[src/rtl/instr_fetch.sv]
// Multicycle fetch/sequencing stage: owns the PC, reads instruction words, hands them to the register file.
// Latency: at least 3 cycles per instruction (FETCH, ISSUE, EXEC); each memory wait cycle adds one.
// Backpressure: holds the read request and address stable while mem_waitrequest is high; waits in EXEC for end_instr.
module instr_fetch #(
  parameter logic [31:0] RESET_VECTOR = 32'hBFC00000,
  parameter logic [31:0] HALT_ADDR    = 32'h00000000
) (
  input  logic        clk,
  input  logic        reset,
  output logic [31:0] mem_address,
  output logic        mem_read,
  input  logic        mem_waitrequest,
  input  logic [31:0] mem_readdata,
  output logic [31:0] instr,
  output logic        active,
  input  logic        end_instr,
  input  logic        branch_taken,
  input  logic [31:0] branch_target,
  output logic [31:0] pc,
  output logic        running
);

  typedef enum logic [1:0] {
    FETCH  = 2'd0,
    ISSUE  = 2'd1,
    EXEC   = 2'd2,
    HALTED = 2'd3
  } state_t;

  state_t      state;
  state_t      state_nxt;

  // pending: the instruction now in flight sits in a branch delay slot and
  // saved_target is where the flow goes once it retires.
  logic        pending;
  logic [31:0] saved_target;

  // Branch information collected while the current instruction executes.
  logic        br_seen;
  logic [31:0] tgt;

  logic        at_halt;
  logic        fetch_done;
  logic        retire;
  logic        br_now;
  logic [31:0] tgt_now;

  assign at_halt    = (pc == HALT_ADDR);
  assign fetch_done = (state == FETCH) && !at_halt && !mem_waitrequest;
  assign retire     = (state == EXEC) && end_instr;
  assign br_now     = br_seen || branch_taken;
  // A branch reported in the retire cycle itself wins over an earlier one.
  assign tgt_now    = branch_taken ? branch_target : tgt;

  // Next-state selection and state-decoded outputs.
  always_comb begin
    state_nxt   = state;
    mem_read    = 1'b0;
    active      = 1'b0;
    running     = 1'b1;
    mem_address = pc;
    case (state)
      FETCH: begin
        if (at_halt) begin
          state_nxt = HALTED;
        end else begin
          // Gated by reset so an in-progress read is dropped immediately.
          mem_read = !reset;
          if (!mem_waitrequest) begin
            state_nxt = ISSUE;
          end
        end
      end
      ISSUE: begin
        active    = 1'b1;
        state_nxt = EXEC;
      end
      EXEC: begin
        if (end_instr) begin
          state_nxt = FETCH;
        end
      end
      HALTED: begin
        running = 1'b0;
      end
      default: begin
        state_nxt = FETCH;
      end
    endcase
  end

  // State register.
  always_ff @(posedge clk or posedge reset) begin
    if (reset) begin
      state <= FETCH;
    end else begin
      state <= state_nxt;
    end
  end

  // Capture the instruction word when the memory read completes.
  always_ff @(posedge clk or posedge reset) begin
    if (reset) begin
      instr <= 32'h0;
    end else if (fetch_done) begin
      instr <= mem_readdata;
    end
  end

  // Collect branch reports during EXEC; a later report overwrites the target.
  always_ff @(posedge clk or posedge reset) begin
    if (reset) begin
      br_seen <= 1'b0;
      tgt     <= 32'h0;
    end else if (retire) begin
      br_seen <= 1'b0;
    end else if ((state == EXEC) && branch_taken) begin
      br_seen <= 1'b1;
      tgt     <= branch_target;
    end
  end

  // PC update at retire; a branch taken inside a delay slot is dropped.
  always_ff @(posedge clk or posedge reset) begin
    if (reset) begin
      pc           <= RESET_VECTOR;
      pending      <= 1'b0;
      saved_target <= 32'h0;
    end else if (retire) begin
      pc           <= pending ? saved_target : (pc + 32'd4);
      pending      <= br_now && !pending;
      saved_target <= tgt_now;
    end
  end

endmodule

[config.mk]
export PLATFORM = sky130hd
export DESIGN_NAME = instr_fetch
export DESIGN_NICKNAME = d
export VERILOG_FILES = /design/src/rtl/instr_fetch.sv
export SDC_FILE = /design/constraint.sdc
export NUM_CORES = 1
export LEC_CHECK = 0
export ABC_AREA = 1
export CORE_ASPECT_RATIO = 1.25
export CORE_MARGIN = 8
export CORE_UTILIZATION = 50
export DETAILED_ROUTE_END_ITERATION = 10
export GPL_ROUTABILITY_DRIVEN = 0
export PLACE_DENSITY = 0.81
export SYNTH_ARGS = -nofsm -noshare
export SYNTH_HDL_FRONTEND = slang
export SYNTH_SLANG_ARGS = --single-unit
[constraint.sdc]
create_clock -name clk -period 5.4 [get_ports clk]
set_input_delay 1.35 -clock clk [delete_from_list [all_inputs] [get_ports clk]]
set_output_delay 1.35 -clock clk [all_outputs]
set_load 0.01 [all_outputs]
# Word level (Yosys, flattened, before mapping)
# Index checks and enable logic that the tools add are counted.
[totals]
inputBits = 69
wordCells = 42
ff_bits = 132
output_inout_bits = 99
[op_classes]
bitwise = 1
n_addsub = 1
n_mux = 12
eq_ne = 5
reduce_logical = 16
[op_table]
columns = ["op", "n"]
rows = [
  ["32-bit 2-to-1 mux", 2],
  ["32-bit by 3-bit adder with 32-bit output, second input constant", 1],
  ["32-bit logical NOT", 1],
  ["1-bit 2-to-1 mux", 6],
  ["2-bit 2-to-1 mux", 3],
  ["2-bit one-hot mux with 3 select lines", 1],
  ["1-bit logical AND", 5],
  ["2-bit equality test, second input constant", 2],
  ["1-bit logical NOT", 4],
  ["3-bit inequality test, second input constant", 1],
  ["3-bit AND reduction", 1],
  ["3-bit nonzero test", 1],
  ["2-bit by 1-bit equality test with 1-bit output, second input constant", 1],
  ["2-bit logical NOT", 1],
  ["2-bit inequality test, second input constant", 1],
  ["2-bit AND reduction", 1],
  ["2-bit nonzero test", 1],
  ["1-bit logical OR", 1],
  ["1-bit inverter", 1],
]

# Longest topological paths before layout
[depth]
ltp_word = 4
mapped_depth = 11
depth_no_buf = 11

# Least setup slack after synthesis
# No wires, ideal clock.
[synth_path]
path_type = "input -> output"
startpoint = "input reset"
endpoint = "output mem_read"
n_path_buf = 0
path_slack_ns = 2.531
required_time_ns = 4.050
arrival_ns = 1.519
stages = 1
path_cell_list = "nor2_1"
[synth_between]
elab_chain_len = 3
[synth_rtl]
columns = ["element", "line", "text"]
rows = [
  ["start: declaration", "9", "input logic reset,"],
  ["1-bit logical NOT (no line)", "n/a", ""],
  ["1-bit 2-to-1 mux", "64", "if (at_halt) begin"],
  ["1-bit 2-to-1 mux", "62", "case (state)"],
  ["end: declaration", "11", "output logic mem_read,"],
]
# Every way passes these cells.

# Worst setup path after layout
# Same ends and word-level chain as after synthesis.

==> impl_metrics.csv <==
group,metric,value,unit
sta,period_needed,3.844,ns
cells_and_area,drive_above_1_share,16.45,%
route,vias_per_cell,5.223,
cts,post_cts_resized,0,
route,wl_met3,1475,um
setup_path,arrival,2.49,ns
route,m1WireLength,7338,um
cells_and_area,final_cell_mix,"167 x clkdlybuf4s50_1, 158 x nand2_1, 123 x dfrtp_1",
sta,hold_ws,0.4767,ns
power,finalPower,5.083,mW
yosys,yosys.cell_types.count,40,
route,drt_wl_total,18400,um
die,die-height,147.9,um
die,die_w,121.5,um
die,die-area,17960,um2
cells_and_area,fin_area,9024,um2
power,p_leak,4.083,nW
yosys,synthAdderAreaFrac,1.080,%
yosys,synth-compound-area-share,13.66,%
yosys,synth_edf_count,0,
cts,cts_hold_buf,0,
setup_path,worstSetupStartpointType,"input pin",
route,drc,0,
job,cap_violations,0,
power,p_per_area,563.3,nW/um2
sta,final_hold_viol_count,0,
setup_path,end_kind,"output port",
die,fp-row-count,48,
cts,clkSlewWorstSetupHoldPaths,0.05,ns
cts,root_buffer,"clkbuf_16",
cts,clk_path_buf_depth,2,
setup_path,crit_fanout,2,
yosys,yosysTopAreaCell,"dfrtp_1",
yosys,ys.flop_type,"dfrtp_1",
route,top_layer,"met4",
yosys,ys_seq_area_share,47.66,%
route,drt-initial-drc-count,419,
setup_path,path_class,"in2out",
cts,cts_tree,"done",
yosys,async_reset_ff_share,100.0,%
route,via_count,5803,
yosys,ys.warnings.count,0,
cts,clk_latency,0.41,ns
sta,tns,0,ns
yosys,synth_xor_area_share,0.7557,%
cts,cts_inserted_buffers,17,
route,met2_length,9191,um
min_path,hp-class,"reg2reg",
yosys,syn-num-nets,874,
sta,fin_worst_skew,0.004473,ns
cells_and_area,antenna_cells,0,
cts,htree_levels,4,
cts,cts_sinks,132,
sta,max_freq,260.2,MHz
sta,tightest_slew,1.044,ns
global_route,antenna_found_initial,0,
die,start_util,50.79,%
power,ir_worst_vdd,330.0,uV
placement,dp_hpwl,13110,um
cells_and_area,area_growth_syn_to_layout,29.76,%
yosys,yosysTopAreaCellShare,44.26,%
placement,placed_area,8474,um2
sta,relSlewSlack,30.42,%
placement,port_buffers,167,
yosys,synth-simple-area-share,20.39,%
global_route,overflow,0,
yosys,avgSynthCellArea,8.704,um2
yosys,synthTopCellsByArea,"dfrtp_1 44%, nand2_1 8.5%, mux2_2 5.2%",
global_route,grt_start_max_net_pins,74,
route,wl_per_cell,16.57,um
yosys,synth_mux_area_share,5.182,%
run_status,status,"completed",
die,ios,168,
cells_and_area,nNetsFinal,1000,
cts,post_cts_buffers,0,
route,ant_nets,0,
global_route,grt_pass1_vias,5906,
sta,rsz0062_at_grt,"no",
global_route,track_usage,20.61,%
cells_and_area,final_util,65.90,%
sta,setup_viol,0,
cells_and_area,layout_commonest_cell,"clkdlybuf4s50_1",
sta,final.period_utilization,71.18,%
yosys,syn_area,6954,um2
yosys,synth_top_family_by_area,"simple AND/OR/NAND/NOR gates",
yosys,synth_cells,799,
yosys,ys_seq_elements,132,
sta,slew_viol_final,0,
die,placeableCoreArea,13690,um2
route,first_pass_iters,5,
global_route,grt_pass1_wl,29500,um
setup_path,cp.required,4.05,ns
## logic make-up after synthesis
family          count (synthesis)
compound gates                153
xor+xnor                        6
fa+ha+maj                       6
buf+inv                       159
flops                         132
mux                            32
simple gates                  311
## critical path, cell delays in order
cell and delay [ns]:
clkdlybuf4s50_1 0.46, nor2_1 0.12, clkdlybuf4s50_1 0.56
## synthesized netlist by cell type, types with 2 or more instances
master,instances
nand2_4,5
ha_1,6
nor2_1,75
buf_1,4
a311oi_1,2
o211ai_1,2
buf_4,32
xor2_1,5
nand3_1,32
nor3b_1,2
nand2_2,11
dfstp_2,9
o221ai_1,2
nor2_4,8
o21ai_1,9
inv_2,8
a21oi_1,49
a22oi_1,7
nor3_1,5
nor2_2,9
buf_2,11
mux2_2,32
dfrtp_1,123
clkbuf_1,13
o21ai_0,29
a31oi_1,6
nand2_1,158
buf_6,5
inv_1,84
o22ai_1,15
o21ai_2,32
## sequential cells by signal, summed over array words and instances (netlist names)
register	flops
br_seen	1
state	2
instr	32
mem_address	32
tgt	32
saved_target	32
pending	1
## layer usage
metal | vias to the layer above | GRT usage, %
li1 | 2799 | -
met2 | 209 | 35.61
met3 | 31 | 6.756
met4 | 0 | 7.112
met5 | - | 0
met1 | 2764 | 23.16
## final cells by class
type | instances | area, um2
flip-flops and latches | 132 | 3314
inverters | 93 | 356.6
clock buffers | 26 | 529.3
well taps | 175 | 219.0
clock inverters | 4 | 20.02
multi-input cells | 508 | 2855
fillers | 1100 | 4669
repair buffers | 173 | 1729
## final timing paths
path,from,endpoint,slack [ns],cells after the start
setup / recovery,reset,mem_read,1.56,3
hold / removal,instr[31],instr[31],0.48,2
setup reg to reg,state[0],mem_address[8],2.43,8
hold reg to reg,instr[31],instr[31],0.48,2
max in group asynchronous,reset,mem_address[25],2.99,3
min in group asynchronous,reset,saved_target[12],1.53,2
## per-stage QoR
stage,instances,worst slack [ns]
2_1_floorplan,799,0.5388
3_3_place_gp,1081,1.546
3_5_place_dp,1081,1.544
4_1_cts,1111,1.537
5_1_grt,1111,1.476
6_report,1111,1.556
## power by group
group | leakage (nW) | switching (mW) | total, mW | internal, mW
clock | 0.278 | 0.397 | 1.06 | 0.664
sequential | 1.57 | 0.417 | 1.91 | 1.50
combinational | 2.24 | 1.03 | 2.11 | 1.08
total | 4.08 | 1.84 | 5.08 | 3.24
(Power assumes the default switching activity.)
